==> config.mk <==
export PLATFORM = sky130hd
export DESIGN_NAME = udp_decoder
export DESIGN_NICKNAME = d
export VERILOG_FILES = /design/src/rtl/udp_decoder.sv
export SDC_FILE = /design/constraint.sdc
export NUM_CORES = 1
export LEC_CHECK = 0
export CELL_PAD_IN_SITES_DETAIL_PLACEMENT = 0
export CELL_PAD_IN_SITES_GLOBAL_PLACEMENT = 2
export CORE_MARGIN = 1.5
export CORE_UTILIZATION = 34
export DETAILED_ROUTE_END_ITERATION = 7
export GPL_ROUTABILITY_DRIVEN = 0
export PLACE_DENSITY_LB_ADDON = 0.12
export SYNTH_ARGS = -nofsm -noshare
export SYNTH_HDL_FRONTEND = slang
export SYNTH_SLANG_ARGS = --single-unit
==> constraint.sdc <==
create_clock -name clk -period 7.2 [get_ports clk]
set_clock_uncertainty 0.1 [all_clocks]
set_input_delay 1.44 -clock clk [delete_from_list [all_inputs] [get_ports clk]]
set_output_delay 1.44 -clock clk [all_outputs]
set_load 0.01 [all_outputs]
==> src/rtl/udp_decoder.sv <==
// udp_decoder: parses a UDP datagram word stream, forwards masked payload and verifies the checksum
module udp_decoder (
  input  logic        clk,
  input  logic        reset,
  input  logic [31:0] pkg_data,
  input  logic        start,
  input  logic        data_av,
  input  logic [15:0] pseudo_sum,
  output logic [15:0] src_port,
  output logic [15:0] dest_port,
  output logic [15:0] len_out,
  output logic [31:0] data,
  output logic        wr_en,
  output logic        fin,
  output logic        chk_ok,
  output logic        err
);
  typedef enum logic [1:0] {IDLE, HDR2, PAYLOAD, CHECK} state_t;
  state_t state, state_n;
  logic [31:0] sum, sum_n, data_n, mask, masked;
  logic [15:0] bytes_left, bl_n, rx_chk, rx_chk_n, src_n, dest_n, len_n, len_f, take, f2, folded;
  logic [16:0] f1, t;
  logic wr_n, fin_n, chk_n, err_n, new_dg;
  assign new_dg = start & data_av;
  assign len_f  = pkg_data[31:16];
  assign f1     = {1'b0, sum[31:16]} + {1'b0, sum[15:0]};
  assign f2     = f1[15:0] + {15'b0, f1[16]};
  assign t      = {1'b0, f2} + {1'b0, pseudo_sum};
  assign folded = t[15:0] + {15'b0, t[16]};
  assign mask   = (bytes_left > 16'd3) ? '1 :
                  {{8{bytes_left != 16'd0}}, {8{bytes_left > 16'd1}}, {8{bytes_left > 16'd2}}, 8'h00};
  assign masked = pkg_data & mask;
  assign take   = (bytes_left > 16'd3) ? 16'd4 : bytes_left;
  // next-state and next-output computation; a start in CHECK both finishes the old and opens the new datagram
  always_comb begin
    state_n  = state;
    sum_n    = sum;
    bl_n     = bytes_left;
    rx_chk_n = rx_chk;
    src_n    = src_port;
    dest_n   = dest_port;
    len_n    = len_out;
    data_n   = data;
    chk_n    = chk_ok;
    err_n    = err;
    wr_n     = 1'b0;
    fin_n    = 1'b0;
    if (state == CHECK) begin
      fin_n   = 1'b1;
      chk_n   = !err && (rx_chk == 16'h0000 || folded == 16'hFFFF);
      state_n = IDLE;
    end
    if (new_dg) begin
      src_n   = pkg_data[31:16];
      dest_n  = pkg_data[15:0];
      sum_n   = {16'h0, pkg_data[31:16]} + {16'h0, pkg_data[15:0]};
      chk_n   = (state == CHECK) ? chk_n : 1'b0;
      err_n   = (state == CHECK) ? err : 1'b0;
      state_n = HDR2;
    end else if (data_av && state == HDR2) begin
      sum_n    = sum + {16'h0, pkg_data[31:16]} + {16'h0, pkg_data[15:0]};
      rx_chk_n = pkg_data[15:0];
      err_n    = len_f < 16'd8;
      len_n    = (len_f > 16'd8) ? len_f - 16'd8 : 16'd0;
      bl_n     = len_n;
      state_n  = (len_f > 16'd8) ? PAYLOAD : CHECK;
    end else if (data_av && state == PAYLOAD) begin
      data_n  = masked;
      wr_n    = 1'b1;
      sum_n   = sum + {16'h0, masked[31:16]} + {16'h0, masked[15:0]};
      bl_n    = bytes_left - take;
      state_n = (bytes_left <= 16'd4) ? CHECK : PAYLOAD;
    end
  end
  // state and output registers
  always_ff @(posedge clk) begin
    if (reset) begin
      state      <= IDLE;
      sum        <= '0;
      bytes_left <= '0;
      rx_chk     <= '0;
      src_port   <= '0;
      dest_port  <= '0;
      len_out    <= '0;
      data       <= '0;
      wr_en      <= 1'b0;
      fin        <= 1'b0;
      chk_ok     <= 1'b0;
      err        <= 1'b0;
    end else begin
      state      <= state_n;
      sum        <= sum_n;
      bytes_left <= bl_n;
      rx_chk     <= rx_chk_n;
      src_port   <= src_n;
      dest_port  <= dest_n;
      len_out    <= len_n;
      data       <= data_n;
      wr_en      <= wr_n;
      fin        <= fin_n;
      chk_ok     <= chk_n;
      err        <= err_n;
    end
  end
endmodule

After elaboration in Yosys (flattened, before gate mapping)
Cells that the tools add are included.
{"block": "classes", "reduce_logical": 18, "n_mux": 22, "n_lt_le_gt_ge": 6, "eq_ne": 5, "n_bitwise": 4, "n_addsub": 11}
{"op": "adder 32 x 16 -> 32 bit", "count": 4}
{"op": "2-to-1 mux 32 bit", "count": 4}
{"op": "2-to-1 mux 16 bit", "count": 4}
{"op": "adder 16 x 16 -> 17 bit", "count": 3}
{"op": "adder 16 x 1 -> 16 bit", "count": 2}
{"op": "AND 32 bit", "count": 1}
{"op": "> comparator 16 x 2 -> 1 bit (second input constant)", "count": 2}
{"op": "== test 16 bit (second input constant)", "count": 1}
{"op": "> comparator 16 x 1 -> 1 bit (second input constant)", "count": 1}
{"op": "> comparator 16 x 4 -> 1 bit (second input constant)", "count": 1}
{"op": "less-or-equal comparator 16 x 3 -> 1 bit (second input constant)", "count": 1}
{"op": "zero test 16 bit", "count": 1}
{"op": "less-than comparator 16 x 4 -> 1 bit (second input constant)", "count": 1}
{"op": "nonzero test 16 bit", "count": 1}
{"op": "subtractor 16 bit", "count": 1}
{"op": "subtractor 16 x 4 -> 16 bit (second input constant)", "count": 1}
{"op": "2-to-1 mux 1 bit", "count": 11}
{"op": "2-to-1 mux 2 bit", "count": 3}
{"op": "AND reduction 2 bit", "count": 3}
{"op": "nonzero test 3 bit", "count": 2}
{"op": "== test 2 bit (second input constant)", "count": 2}
{"op": "nonzero test 2 bit", "count": 2}
{"op": "nonzero test 4 bit", "count": 1}
{"op": "logical AND 1 bit", "count": 3}
{"op": "9 further kinds", "count": 10}
{"block": "totals", "output_inout_bits": 84, "word_cells": 79, "regBits": 150}

Logic depth before layout (Yosys ltp)
{"block": "logic_depth", "word_depth": 10, "depth_mapped": 35}

Least setup slack after synthesis
OpenSTA, ideal clock, no wires.
{"block": "synth_timing", "path_kind": "reg2reg", "start": "register sum[0]", "end": "register chk_ok", "n_path_buf": 1, "t_required_ns": 7.016, "arrival_ns": 6.197, "setup_time_ns": 0.084, "path_stages_with_launch": 36, "period_less_slack_ns": 6.381, "slack_ns": 0.819, "cell_sequence": "dfxtp_1 ha_1 inv_1 fa_1 nor2b_1 o21ai_1 a21oi_1 o41a_1 a31oi_1 o21bai_1 a21oi_1 o21ai_0 ha_1 ha_1 and3_1 and3_1 and3_1 xnor2_1 ha_1 and2_1 clkbuf_1 and2_1 a21o_1 a21oi_2 o21ai_0 a21o_1 a21o_1 ha_1 ha_1 nand2_1 nor4_1 nand3_1 a2111oi_0 nand4_1 a211o_1 o31ai_2"}
{"block": "synth_via", "elab_chain_len": 10}
{"item": "start: declaration", "line": "20", "source": "logic [31:0] sum, sum_n, data_n, mask, masked;"}
{"item": "start signal: assignment", "line": "92", "source": "sum <= sum_n;"}
{"item": "adder 16 x 16 -> 17 bit *", "line": "26", "source": "assign f1 = {1'b0, sum[31:16]} + {1'b0, sum[15:0]};"}
{"item": "adder 16 x 1 -> 16 bit *", "line": "27", "source": "assign f2 = f1[15:0] + {15'b0, f1[16]};"}
{"item": "adder 16 x 16 -> 17 bit *", "line": "28", "source": "assign t = {1'b0, f2} + {1'b0, pseudo_sum};"}
{"item": "adder 16 x 1 -> 16 bit *", "line": "29", "source": "assign folded = t[15:0] + {15'b0, t[16]};"}
{"item": "== test 16 bit *", "line": "50", "source": "chk_n = !err && (rx_chk == 16'h0000 || folded == 16'hFFFF);"}
{"item": "logical OR 1 bit *", "line": "50"}
{"item": "logical AND 1 bit *", "line": "50"}
{"item": "2-to-1 mux 1 bit *", "line": "48", "source": "if (state == CHECK) begin"}
{"item": "2-to-1 mux 1 bit", "line": "57", "source": "chk_n = (state == CHECK) ? chk_n : 1'b0;"}
{"item": "2-to-1 mux 1 bit *", "line": "53", "source": "if (new_dg) begin"}
{"item": "end signal: assignment", "line": "101", "source": "chk_ok <= chk_n;"}
{"item": "end: declaration", "line": "15", "source": "output logic chk_ok,"}
Mark *: on every way between the ends. The rest lies on a longest branch, timed or not.
A chain may end at the register's enable or synchronous reset.

Worst setup path after layout
{"block": "layout_timing", "start": "register sum[16]", "end": "register chk_ok"}
The elaborated chain is that of the path after synthesis.

==> results by group <==
Layout
  – Finished Layout Cells: 2034
  – Area of the multi-input gates: 7940 um^2
  – Share of cells above drive strength 1: 0.0660
  – Commonest non-fill, non-tap cell in the layout: nand2_1
  – Area Overhead vs Synth: 23.1%
  – Fillers: 3425
  – Nets: 1757
  – FF+latch area: 3010 um^2
  – Commonest cells after routing, fill and taps aside: 251 x nand2_1, 177 x a21oi_1, 147 x dfxtp_1

CTS
  – Reg clk slew, reported paths: 0.07 ns
  – # clock sinks: 150
  – CTS tree: done
  – H-tree levels: 4
  – TritonCTS buffer count: 17
  – Cts hold-fix bufs: 0
  – Clock buffer depth: 2
  – Worst-skew pair later-pin latency: 0.45 ns
  – Clk root buf: clkbuf_16

Drt
  – Routed vias: 11005
  – DR pass1 iterations: 7
  – WL/cell: 20.3 um
  – Total wire length: 41300 um
  – Initial drt markers: 817
  – Detail Route Antenna Nets: 0
  – DRC: 0
  – Vias per inst: 5.41

Die
  – Core Area: 32500 um^2
  – Die W: 185 um
  – DIE AREA: 34200 um^2
  – Initial Util: 0.346
  – Ports: 136
  – Site Rows: 66
  – DIE HEIGHT: 185 um

Logic synthesis
  – Mapped Nets: 1625
  – Number of flops mapped to enable cells by yosys: 0
  – Mapped Area: 11200 um^2
  – Post-Syn Instances: 1446
  – Flops & latches, synth: 150
  – Synth unique cells: 78
  – Sequential cell area fraction in the yosys report: 0.267
  – Most used DFF post-synth: dfxtp_1
  – Synth warn: 0
  – Syn Area/Cell: 7.78 um^2
  – Ys async rst share: 0

Worst setup path
  – Flop2flop setup slack: 0.37 ns
  – Crit-path slowest cell: dfxtp_4
  – FF-to-FF path depth: 34
  – WP buf/inv: 1
  – R2r startpoint: sum[16]
  – Crit Path Max Fanout: 4
  – Delay-heaviest family, CP: compound AO/OA/AOI/OAI gates
  – Worst path required time: 7.47 ns
  – Crit path DAT: 7.10 ns
  – Max stage delay on crit path: 0.38 ns
  – Crit Path Category: flip-flop to flip-flop
  – R2r endpoint: chk_ok
  – Element type at the critical path end: flip-flop
  – Startpoint Class: flip-flop

Power
  – Clock share of power: 0.252
  – VDD IR max: 0.175 mV
  – Combinational share of power: 0.485
  – Flop pwr share: 0.263
  – P_leak: 5.49 nW
  – Pwr per Cell Area: 256 nW/um^2
  – Int Pwr: 2.07 mW
  – Switch share: 0.417
  – Net Switching: 1.48 mW

Placement
  – I/O Buffers: 135
  – Dpl hpwl: 30800 um
  – Placed cells: 1998

STA
  – Fin crit share: 0.949
  – Final hold violations: 0
  – Fmax: 146 MHz
  – Rel. slew slack: 0.240
  – Max-slew violations: 0
  – # setup viols final: 0
  – Worst-Margin Slew: 1.14 ns
  – Fin Hold WS: 0.352 ns
  – Tmin final: 6.83 ns

Hold path
  – Hold Path Class: flip-flop to flip-flop
  – Hold path startpoint: len_out[15]
  – Hold endpoint: len_out[15]
  – Worst hold path stage count: 2

Global routing
  – Antenna violations before repair: 0
  – Vias in the first global route: 10699
  – GRT Residual Overflow: 0
  – Tot GR Track Use: 0.244
  – First-pass GRT wire length: 62500 um
  – Pin count of the biggest net entering global routing: 68

Job
  – Max-Cap Viols: 0

Outcome
  – Status: finished, final reports clean
==> per-layer routing <==
layer  GRT usage  routed length, um  up-vias  part of all wire
li1            -                  -     5391                 -
met1       0.347              20200     5262              0.49
met2       0.378              18200      286              0.44
met3      0.0291               1570       66             0.038
met4      0.0914               1250        0             0.030
met5           0                  0        -                 0
==> cell families (layout without fill, tap and decap cells) <==
logic type      after synthesis  count (layout)  share of synthesized area
xor+xnor                     87              87                     0.0677
simple gates                561             561                      0.231
compound gates              417             417                      0.231
fa+ha+maj                   127             127                      0.166
mux                           4               4                    0.00356
flops                       150             150                      0.267
buf+inv                      99             244                     0.0331
other cells                   1               2                   0.000333
==> timing repair <==
| action | in CTS | in global routing |
|---|---|---|
| setup buffers | 0 | 3 |
| pin swaps | 0 | 8 |
| endpoints found under the setup margin | 1 | 1 |
| gates resized for setup | 2 | 20 |
==> how the worst max path moves through the flow <==
| stage | slack (ns) | end | from | cells past startpoint |
|---|---|---|---|---|
| 5_1_grt | -0.09 | chk_ok | sum[16] | 34 |
| 6_report | 0.37 | chk_ok | sum[16] | 34 |
| 4_1_cts | 0.02 | chk_ok | sum[16] | 34 |
| 3_5_place_dp | -0.13 | chk_ok | sum[16] | 34 |
| 3_3_place_gp | 0.03 | chk_ok | sum[16] | 34 |
| 2_1_floorplan | 0.82 | chk_ok | sum[0] | 35 |
==> layout make-up <==
type / instances / share of cell area
Multi-Input combinational cell: 1197 / 0.574
Sequential cell: 150 / 0.217
Timing Repair Buffer: 171 / 0.117
Tap cell: 442 / 0.0399
Clock buffer: 20 / 0.0323
Inverter: 41 / 0.0111
Clock inverter: 12 / 0.00849
Antenna cell: 1 / 0.000181
==> metrics by stage <==
step | instance area [um^2] | setup slack [ns] | power [mW] | util | TNS (ns)
finish | 13800 | 0.367 | 3.55 | 0.426 | 0
global route | 13800 | -0.0927 | 3.80 | 0.425 | -0.0927
CTS | 13800 | 0.0180 | 3.56 | 0.423 | 0
detailed placement | 13200 | -0.129 | 2.64 | 0.405 | -0.129
global placement | 13200 | 0.0324 | 2.64 | 0.405 | 0
floorplan | 11200 | 0.819 | 2.14 | - | 0
==> worst register-to-register path, delay by kind of cell, from the launching register on <==
kind	cells	cell delay, ns
xor+xnor	1	0.17
simple gates	10	1.53
fa+ha+maj	6	1.52
buf+inv	1	0.06
flops	1	0.38
compound gates	16	3.04
==> sequential cells by signal (all words and copies together), names as in the netlist, 2 cells and up <==
| signal | cells |
|---|---|
| data | 32 |
| sum | 32 |
| bytes_left | 16 |
| dest_port | 16 |
| len_out | 16 |
| rx_chk | 16 |
| src_port | 16 |
| state | 2 |
==> synthesized netlist by cell type (all sizes together), types with 18 or more instances <==
library cell,n,area (um^2)
a211oi,24,185
a21o,30,226
a21oi,181,925
and2,22,138
and3,18,118
clkbuf,45,169
dfxtp,150,3000
fa,37,741
ha,90,1130
inv,41,154
nand2,252,946
nand3,25,125
nor2,109,409
nor2b,28,175
nor3,35,180
o21a,18,136
o21ai,67,335
xnor2,51,447
xor2,36,315
==> power by group through the flow <==
stage	clock network [mW]	registers [mW]	logic, mW
2_1_floorplan	0	0.941	1.20
3_3_place_gp	0	0.953	1.69
3_5_place_dp	0	0.953	1.69
4_1_cts	0.917	0.935	1.70
5_1_grt	0.944	0.942	1.91
6_report	0.895	0.934	1.72
Power figures use the tool's default switching activity.
==> RTL change 1: new RTL, same settings <==
Make the reset (`reset`) asynchronous in one clocked block.
--- a/src/rtl/udp_decoder.sv
+++ b/src/rtl/udp_decoder.sv
@@ -74,5 +74,5 @@
   end
   // state and output registers
-  always_ff @(posedge clk) begin
+  always_ff @(posedge clk or posedge reset) begin
     if (reset) begin
       state      <= IDLE;
Check against the original RTL: differs if reset is asserted again (counterexample within 4 cycles, from zero or initial values and one cycle with reset high); with reset held inactive, the same outputs for 4 cycles.
==> RTL change 1 against the original RTL <==
- design area rose by 6.4%
- critical path depth rose by 3
- worst hold slack improved by 22 ps
- setup slack got worse by 52 ps
- highest routed layer unchanged
- first-iteration DRC count fell by 27%
- sequential share of layout area rose by 3.7 points
- critical endpoint is now chk_ok
- sequential cell count did not move
- wire length fell by 3.8%
- synthesized area rose by 5.5%
Power is not compared: it rests on default switching activity, and its combinational part moved more than twofold at a synthesized area within 25%.
==> RTL change 1: results (changes against the original RTL) <==
| Metric | Value |
|---|---|
| Port bufs | 135 (unchanged) |
| Dpl ws | -174 ps (was -129 ps) |
| Synth cell count leaders | 189 x nand2_1, 150 x dfrtp_1, 90 x ha_1 (was 252 x nand2_1, 178 x a21oi_1, 150 x dfxtp_1) |
| Logic inverters | 51 (was 41) |
| Met1 wire length | 19.1 mm (was 20.2 mm) |
| DR pass1 iterations | 5 (was 7) |
| Share of the yosys chip area belonging to registers | 31.6% (was 26.7%) |
| Kind of cell adding the most delay to the critical path | simple AND/OR/NAND/NOR gates (was compound AO/OA/AOI/OAI gates) |
| FF+latch area | 3750 µm² (was 3010 µm²) |
| Clock network area share | 3.94% (was 4.08%) |
| Routing usage on met1 | 31.4% (was 34.7%) |
| Area contributors post-synth | dfrtp_1 32%, ha_1 9.5%, fa_1 6.2% (was dfxtp_1 27%, ha_1 10%, nand2_1 8.4%) |
| Ys async rst share | 100% (was 0%) |
| Largest cell class | multi-input combinational cells (unchanged) |
| Global-route usage over all layers | 22.5% (was 24.4%) |
| Number of DRC markers in iteration 0 | 595 (was 817) |
| Worst reg2reg setup slack | 320 ps (was 370 ps) |
| Vias in the first global route | 10300 (was 10700) |
| NetSw | 2.53 mW |
| Cells after DPL | 1918 (was 1998) |
| Reg2Reg Launch Point | sum[16] (unchanged) |
| Share of layout cells above drive strength 1 | 12.0% (was 6.60%) |
| Vias/cell | 5.36 (was 5.41) |
| Syn Area/Cell | 8.99 µm² (was 7.78 µm²) |
| Nets | 1666 (was 1757) |
| Detail Route met3 WL | 1.28 mm (was 1.57 mm) |
| Post-synthesis net count | 1500 (was 1625) |
| Syn Inst Count | 1321 (was 1446) |
| Wire length of the first global-routing pass | 61.1 mm (was 62.5 mm) |
| Buffer share of cell area | 11.8% (was 11.7%) |
| Top fanout value on the critical path | 3 (was 4) |
| Initial antenna violation count | 1 (was 0) |
| Outcome | completed (unchanged) |
| Crit path DAT | 7140 ps (was 7100 ps) |
| Top_reg_cell synth | dfrtp_1 (was dfxtp_1) |
| Buffers, non-clock | 187 (was 171) |
| Met2 Track Usage GR | 36.2% (was 37.8%) |
| HP Start | dest_port[14] (was len_out[15]) |
| Netlist cell types | 84 (was 78) |
| Fillcell total | 3544 (was 3425) |
| M3 GR Usage | 3.27% (was 2.91%) |
| Non-Filler Instances | 1955 (was 2034) |
| Placed Instance Area | 14000 µm² (was 13200 µm²) |
| Slowest cell on the critical path | or4_4 (was dfxtp_4) |
| Worst hold endpoint | dest_port[14] (was len_out[15]) |
| Final HPWL DP | 30.6 mm (was 30.8 mm) |
| Pin slew with the least headroom to its limit | 1070 ps (was 1140 ps) |
| ANT cells | 0 (was 1) |
| # clk buffers | 18 (was 20) |
| FF-to-FF End | chk_ok (unchanged) |
| Fraction of area in multi-input gates | 53.6% (was 57.4%) |
| Slowest stage delay, CP | 450 ps (was 380 ps) |
| Multi-Input Combinational | 1080 (was 1197) |
| Final min period | 6880 ps (was 6830 ps) |
| Met2 wire len | 18.6 mm (was 18.2 mm) |
[RTL change 1: logic make-up after synthesis]
kind of cell | Yosys count | synth area share, %
multiplexers | 47 | 4.44
XOR/XNOR | 83 | 6.12
other | 1 | 0.0316
buffers and inverters | 91 | 2.90
AO/OA/AOI/OAI | 350 | 19.7
adder cells (fa/ha/maj) | 127 | 15.7
flip-flops | 150 | 31.6
AND/OR/NAND/NOR | 472 | 19.5
[RTL change 1: repair_timing]
item | 4_1_cts | 5_1_grt
gates resized for setup | 8 | 18
cloned | 0 | 0
pin swaps | 1 | 14
endpoints found under the hold margin | 0 | 0
buffers inserted | 1 | 4
endpoints found under the setup margin | 1 | 1
[RTL change 1: power groups by stage]
stage          clock [mW]  combinational (mW)  sequential [mW]
4_1_cts             0.944                3.43             1.33
5_1_grt             0.970                3.85             1.37
6_report            0.914                3.48             1.33
3_3_place_gp            0                3.39             1.34
2_1_floorplan           0                2.26             1.36
3_5_place_dp            0                3.38             1.34
==> RTL change 2: new RTL, same flow settings <==
Made on the original files. Take the reset off `data` and load it in a clocked block of its own.
--- a/src/rtl/udp_decoder.sv
+++ b/src/rtl/udp_decoder.sv
@@ -83,5 +83,4 @@
       dest_port  <= '0;
       len_out    <= '0;
-      data       <= '0;
       wr_en      <= 1'b0;
       fin        <= 1'b0;
@@ -96,5 +95,4 @@
       dest_port  <= dest_n;
       len_out    <= len_n;
-      data       <= data_n;
       wr_en      <= wr_n;
       fin        <= fin_n;
@@ -103,4 +101,8 @@
     end
   end
+
+  always_ff @(posedge clk) begin
+    data <= data_n;
+  end
 endmodule
 
Check against the original RTL: differs if reset is asserted again (counterexample within 4 cycles, from zero or initial values and one cycle with reset high); with reset held inactive, the same outputs for 4 cycles.
==> RTL change 2 against the original RTL <==
- synthesized area fell by 2.0%
- sequential cell count did not move
- design area fell by 2.0%
- power fell by 19%
- largest power group unchanged
- synthesized cell count fell by 7.7%
- wire length fell by 5.9%
- setup slack improved by 140 ps
- worst hold slack barely moved
==> RTL change 2: results (changes against the original RTL) <==
| Metric | Value |
|---|---|
| Vias in the first global route | 10100 (was 10700) |
| Post-synthesis net count | 1513 (was 1625) |
| Vias/cell | 5.44 (was 5.41) |
| Pleak | 5.42 nW (was 5.49 nW) |
| Largest net degree at the start of global routing | 60 (was 68) |
| Drt wl/cell | 20.6 µm (was 20.3 µm) |
| Synth cell count leaders | 217 x nand2_1, 139 x a21oi_1, 118 x dfxtp_1 (was 252 x nand2_1, 178 x a21oi_1, 150 x dfxtp_1) |
| Post-synthesis compound-gate area fraction | 20.9% (was 23.1%) |
| Post-synthesis xor/xnor area fraction | 6.34% (was 6.77%) |
| Slowest cell on the critical path | o41ai_1 (was dfxtp_4) |
| Share of the yosys chip area belonging to registers | 30.2% (was 26.7%) |
| Syn Area/Cell | 8.26 µm² (was 7.78 µm²) |
| Met1 wire length | 18.5 mm (was 20.2 mm) |
| Path depth of the worst reg2reg path | 35 (was 34) |
| Number of DRC markers in iteration 0 | 651 (was 817) |
| Nets | 1652 (was 1757) |
| Wire length of the first global-routing pass | 59.5 mm (was 62.5 mm) |
| Global-route usage over all layers | 23.6% (was 24.4%) |
| Met2 wire len | 17.5 mm (was 18.2 mm) |
| Final HPWL DP | 29.5 mm (was 30.8 mm) |
| Port bufs | 135 (unchanged) |
| DR pass1 iterations | 5 (was 7) |
| Worst hold endpoint | len_out[9] (was len_out[15]) |
| Reg2Reg Launch Point | sum[0] (was sum[16]) |
| HP Start | len_out[9] (was len_out[15]) |
| Crit path DAT | 6930 ps (was 7100 ps) |
| Pin slew with the least headroom to its limit | 1020 ps (was 1140 ps) |
| Detail Route met3 WL | 2.00 mm (was 1.57 mm) |
| Post-synth top area share | 21.4% (was 26.7%) |
| Peak VDD IR | 0.141 mV (was 0.175 mV) |
| Slowest stage delay, CP | 350 ps (was 380 ps) |
| Cells after DPL | 1855 (was 1998) |
| Mux cell area share after synthesis | 0.454% (was 0.356%) |
| Netlist cell types | 77 (was 78) |
| Share of layout cells above drive strength 1 | 6.20% (was 6.60%) |
| Final wirelength | 38.8 mm (was 41.3 mm) |
| Outcome | completed (unchanged) |
| Worst reg2reg setup slack | 510 ps (was 370 ps) |
## RTL change 2: cell types whose count changed in the layout (fill, tap and decap cells not counted), moves of 6 or more
cell,before,now
a21oi_1,177,138
a31oi_1,15,9
o22ai_1,5,11
dfxtp_1,147,117
a211oi_1,23,13
o21ai_0,56,70
o21ai_1,11,3
nand2_1,251,216
edfxtp_1,0,32
xor2_1,35,26
nor2_1,108,89
nor3_1,34,27
o211ai_1,6,13
## RTL change 2: worst max-delay path: cells and delay by family (launching register included)
family | cells | cell delay [ps]
simple gates | 12 | 1460
fa+ha+maj | 7 | 1670
xor+xnor | 1 | 160
buf+inv | 1 | 80
flops | 1 | 340
compound gates | 14 | 2760
## RTL change 2: repair_timing
item / in CTS / in global routing
setup endpoints to repair: 0 / 1
buffers inserted: 0 / 1
gates resized for setup: 0 / 5
hold endpoints to repair: 0 / 0
## RTL change 2: cell type report
class | count | area (µm²)
Clock buffer | 22 | 508
Timing Repair Buffer | 170 | 1610
Fill cell | 3255 | 18100
Multi-Input combinational cell | 1091 | 7380
Sequential cell | 150 | 3320
Clock inverter | 8 | 82.6
Inverter | 43 | 161
Tap cell | 402 | 503
## RTL change 2: worst max path at each step
stage	start	to	slack (ps)	depth (start not counted)
after floorplan	sum[0]	chk_ok	960	35
after CTS	sum[16]	chk_ok	60	35
after detailed placement	sum[16]	chk_ok	120	35
after global placement	sum[16]	chk_ok	240	35
after global routing	sum[0]	chk_ok	30	35
final	sum[0]	chk_ok	510	35
## RTL change 2: cell families after synthesis
group / Yosys count
flops: 150
simple gates: 510
compound gates: 370
other cells: 1
mux: 5
fa+ha+maj: 127
xor+xnor: 78
buf+inv: 93
## RTL change 2: per-layer routing
| layer | GRT usage [%] | vias to the layer above |
|---|---|---|
| met5 | 0 | - |
| met1 | 32.5 | 4933 |
| met4 | 7.08 | 0 |
| li1 | - | 5050 |
| met2 | 37.4 | 235 |
| met3 | 4.71 | 46 |
## RTL change 2: per-stage QoR
stage | setup slack [ps] | area (µm²) | hold slack, ps
3_3_place_gp | 238 | 12900 | 341
4_1_cts | 57.2 | 13500 | 355
2_1_floorplan | 962 | 11000 | 331
6_report | 510 | 13600 | 352
5_1_grt | 27.4 | 13600 | 372
3_5_place_dp | 123 | 12900 | 347
## RTL change 2: power by group
group	switching (mW)	internal [mW]
logic	0.580	0.420
clock network	0.401	0.539
registers	0.0348	0.891
total	1.02	1.85
